`src/rtl/pattern_stimulus_sequencer.sv`:
```
// Stimulus/response sequencer for the pattern-merge netlist harness: drives LFSR
// vectors onto the DUT input bus and folds the delayed response bus into a MISR.
module pattern_stimulus_sequencer #(
   parameter int              IN_W      = 15,
   parameter int              OUT_W     = 13,
   parameter int              CNT_W     = 16,
   parameter int              RESP_LAT  = 1,
   parameter logic [IN_W-1:0] LFSR_TAPS = 15'h6000,
   parameter logic [OUT_W-1:0] MISR_POLY = 13'h001B
) (
   input  logic             blif_clk_net,
   input  logic             blif_reset_net,
   input  logic             start,
   input  logic             abort,
   input  logic [CNT_W-1:0] num_vectors,
   input  logic [IN_W-1:0]  seed,
   output logic [IN_W-1:0]  vec_out,
   output logic             vec_valid,
   input  logic [OUT_W-1:0] resp_in,
   output logic [OUT_W-1:0] signature,
   output logic             busy,
   output logic             done
);

   typedef enum logic [1:0] {IDLE, RUN, DRAIN, DONE} state_t;

   localparam int DLY_W = (RESP_LAT == 0) ? 1 : RESP_LAT;

   state_t           state;
   state_t           state_next;
   logic [CNT_W-1:0] count;
   logic [CNT_W-1:0] num_reg;
   logic [DLY_W-1:0] valid_dly;
   logic [OUT_W-1:0] sig;
   logic [IN_W-1:0]  seed_eff;
   logic [IN_W-1:0]  lfsr_next;
   logic             abort_now;
   logic             last_vec;
   logic             cap_en;
   logic             drain_pending;

   assign abort_now = abort && ((state == RUN) || (state == DRAIN));
   assign last_vec  = (count == (num_reg - CNT_W'(1)));
   assign seed_eff  = (seed == '0) ? IN_W'(1) : seed;
   assign lfsr_next = {vec_out[IN_W-2:0], ^(vec_out & LFSR_TAPS)};

   // The oldest delay-line slot is the capture enable; anything younger still pending keeps DRAIN alive.
   assign cap_en        = (RESP_LAT == 0) ? vec_valid : valid_dly[DLY_W-1];
   assign drain_pending = |(valid_dly & ~(DLY_W'(1) << (DLY_W - 1)));

   assign busy      = (state == RUN) || (state == DRAIN);
   assign done      = (state == DONE);
   assign signature = sig;

   always_ff @(posedge blif_clk_net) begin
      if (blif_reset_net) begin
         state <= IDLE;
      end else begin
         state <= state_next;
      end
   end

   always_comb begin
      state_next = state;
      case (state)
         IDLE: begin
            if (start && !abort) begin
               state_next = (num_vectors != '0) ? RUN : DONE;
            end
         end
         RUN: begin
            if (abort) begin
               state_next = IDLE;
            end else if (last_vec) begin
               state_next = (RESP_LAT == 0) ? DONE : DRAIN;
            end
         end
         DRAIN: begin
            if (abort) begin
               state_next = IDLE;
            end else if (!drain_pending) begin
               state_next = DONE;
            end
         end
         default: state_next = IDLE;
      endcase
   end

   // vec_out doubles as the LFSR register, so the first vector is already on the bus in the first RUN cycle.
   always_ff @(posedge blif_clk_net) begin
      if (blif_reset_net) begin
         vec_out   <= '0;
         vec_valid <= 1'b0;
         count     <= '0;
         num_reg   <= '0;
         valid_dly <= '0;
         sig       <= '0;
      end else begin
         if (state_next == RUN) begin
            vec_valid <= 1'b1;
            vec_out   <= (state == IDLE) ? seed_eff : lfsr_next;
         end else begin
            vec_valid <= 1'b0;
            vec_out   <= '0;
         end

         count     <= (state == RUN) ? (count + CNT_W'(1)) : '0;
         valid_dly <= abort_now ? '0 : ((valid_dly << 1) | DLY_W'(vec_valid));

         if ((state == IDLE) && start && !abort) begin
            num_reg <= num_vectors;
            sig     <= '0;
         end else if (cap_en && !abort_now) begin
            sig <= {sig[OUT_W-2:0], 1'b0} ^ (sig[OUT_W-1] ? MISR_POLY : '0) ^ resp_in;
         end
      end
   end

endmodule

```
`config.mk`:
```
export PLATFORM = sky130hd
export DESIGN_NAME = pattern_stimulus_sequencer
export DESIGN_NICKNAME = d
export VERILOG_FILES = /design/src/rtl/pattern_stimulus_sequencer.sv
export SDC_FILE = /design/constraint.sdc
export NUM_CORES = 1
export LEC_CHECK = 0
export CAP_MARGIN = 20
export CORE_AREA = 2 2 78 80
export DETAILED_ROUTE_END_ITERATION = 8
export DIE_AREA = 0 0 80 82
export DONT_BUFFER_PORTS = 1
export PLACE_DENSITY = 0.74
export SYNTH_ARGS = -nofsm -noshare
export SYNTH_HDL_FRONTEND = slang
export SYNTH_SLANG_ARGS = --single-unit
```
`constraint.sdc`:
```
create_clock -name blif_clk_net -period 2.8 [get_ports blif_clk_net]
set_input_delay 0.28 -clock blif_clk_net [delete_from_list [all_inputs] [get_ports blif_clk_net]]
set_output_delay 0.28 -clock blif_clk_net [all_outputs]
set_load 0.03 [all_outputs]
```
==> impl_metrics.py <==
metrics = {
    "die": {
        "start_util_pct": 60.4,
        "row_count": 28,
        "pin_count": 79,
        "core_um2": 5750,
        "die_w_um": 80,
        "die-area_um2": 6560,
        "die_h_um": 82,
    },
    "global_route": {
        "grt_max_degree": 24,
        "globalRouteOverflowTotal": 0,
        "grt_pass1_wl_um": 12300,
        "antenna_found_initial": 0,
        "grtUsageTotal_pct": 23.9,
        "grt_pass1_vias": 2691,
    },
    "status": {
        "status": "finished clean",
    },
    "final_layout": {
        "n_antenna_cell": 0,
        "multi_input_area_um2": 2020,
        "regArea_um2": 1280,
        "mostFrequentLayoutCell": "dfxtp_1",
        "layout.cells.most_common_list": "63 x dfxtp_1, 60 x nand2_1, 50 x nor2_1, 39 x a21oi_1, 27 x xnor2_1",
        "area_growth_pct": 7.32,
        "fin_util_pct": 64.8,
        "drive_above_1_share_pct": 8.82,
        "nets": 480,
        "fin_area_um2": 3720,
        "fill_cells": 530,
        "fin_cells": 506,
    },
    "critical_path": {
        "path_max_fanout": 18,
        "path_cells": "or4_1, or2_0, or3_1, a211oi_1, o2111a_1, buf_12, a31o_2",
        "cp_num_buf_inv": 1,
        "cpPeakStageDelay_ps": 570,
        "arrival_ps": 2820,
        "worstPathRequired_ps": 3080,
        "endpoint_kind": "register",
        "critPathLaunchType": "register",
        "crit_family": "simple AND/OR/NAND/NOR gates",
        "crit_type": "register to register",
        "slowest_stage": "or4_1",
    },
    "timing": {
        "setup_ws_ps": 262,
        "final_max_slew_viol_count": 0,
        "max_freq_ghz": 0.394,
        "tightest_slew_ps": 697,
        "rsz0062_at_grt": "false",
        "fin_crit_ps": 2540,
        "fin_worst_skew_ps": 7.49,
        "setup_viol": 0,
        "final.setup.tns_ps": 0,
        "period_share_pct": 90.7,
        "relSlewSlack_pct": 53.1,
        "fin_hold_ws_ps": 17.8,
        "hold_viol": 0,
    },
    "clock_tree": {
        "cts.reportedPaths.clkPinSlew_ps": 70,
        "clk_latency_ps": 340,
        "clock_sinks": 64,
        "cts-root-buf": "clkbuf_8",
        "cts_made_buffers": 9,
        "cts-htree-levels": 3,
        "cts_tree": "done",
        "ctsLongestPathBuffers": 2,
    },
    "detailed_routing": {
        "wl_per_cell_um": 14.7,
        "vias": 2870,
        "drc": 0,
        "routed_wl_um": 7440,
        "drt_iter0_markers": 163,
        "drt_pass1_iterations": 4,
        "viasPerCell": 5.67,
        "postRouteAntennaNets": 0,
    },
    "yosys": {
        "ys_seq_area_share_pct": 36.9,
        "synth-seq-cells": 64,
        "syn_area_um2": 3470,
        "synth.distinct_cells": 51,
        "synth_nets": 483,
        "synth_ff_type": "dfxtp_1",
        "avgSynthCellArea_um2": 8.09,
        "synthArstFlopShare_pct": 0,
        "netlist_instances": 429,
        "synth_edf_count": 0,
        "yosysWarnings": 0,
    },
    "placed_design": {
        "place_congestion": 0.885,
        "hpwl_um": 5580,
        "portBuffers": 0,
        "postPlaceCellArea_um2": 3530,
        "dp.cells": 488,
        "dp_slack_ps": 230,
    },
    "hold_path": {
        "min_path_type": "input pin to register",
    },
    "flow_run": {
        "maxCapViolCount": 0,
    },
    "power": {
        "p_per_area_nw_per_um2": 540,
        "p_total_mw": 2.01,
        "p_leak_nw": 1.41,
        "ir_worst_vdd_mv": 0.391,
    },
}
==> path summary, 6_finish.rpt <==
check / start / endpoint / slack (ps) / depth (start not counted)
hold reg to reg: num_reg[15] / num_reg[15] / 480 / 2
setup / recovery: num_reg[7] / state[1] / 260 / 7
setup reg to reg: num_reg[7] / state[1] / 260 / 7
hold / removal: blif_reset_net / cap_en / 20 / 1
==> area by class of cell <==
cell class	count	area share (%)
timing repair buffer	12	2.89
clock buffer	9	3.33
sequential	64	34.4
tap	75	2.52
multi-input combinational	327	54.3
clock inverter	7	1.28
inverter	12	1.21
==> routing by layer <==
layer	GRT usage (%)	part of all wire, %	routed length, um	vias to the layer above
met5	0	0	0	-
met4	11.0	3.2	240	0
met3	5.93	5.1	376	13
met2	38.7	47	3470	79
met1	30.2	45	3350	1306
li1	-	-	-	1472
==> what timing repair did <==
item	in CTS	in global routing
hold buffers	2	0
buffers inserted	0	0
endpoints found under the hold margin	15	0
setup endpoints to repair	0	17
gates resized for setup	0	1
==> synthesized netlist by cell type (2+ instances only) <==
cell,number,area (um^2)
o21ai_0,10,50.1
nor2_1,50,188
clkbuf_1,19,71.3
a211o_1,3,26.3
and3_1,5,31.3
a31oi_1,3,18.8
a21oi_1,39,195
ha_1,6,75.1
a21oi_2,2,17.5
dfxtp_1,64,1280
or2_2,2,12.5
nor2b_1,2,12.5
buf_2,2,10.0
nor4_1,9,56.3
nand4_1,2,12.5
inv_1,12,45.0
xnor2_1,27,236
nor3_1,9,45.0
nor4b_1,2,17.5
mux2i_1,18,180
xor2_1,17,149
buf_1,3,11.3
a211oi_1,14,105
nand2b_1,4,25.0
nand3_1,11,55.1
nand2_1,60,225
or3_1,8,50.1
or4_1,3,22.5
==> power by group <==
part	internal (mW)	switching, mW
clock	0.320	0.370
combinational	0.135	0.158
sequential	0.945	0.0803
total	1.40	0.608
==> kinds of logic (layout without fill, tap and decap cells) <==
family	count (synthesis)	in the layout	synth area share [%]
AND/OR/NAND/NOR	176	176	24.2
AO/OA/AOI/OAI	82	82	14.9
flip-flops	64	64	36.9
XOR/XNOR	45	45	11.8
buffers and inverters	38	40	4.87
multiplexers	18	18	5.19
adder cells (fa/ha/maj)	6	6	2.16
Power figures use the tool's default switching activity.
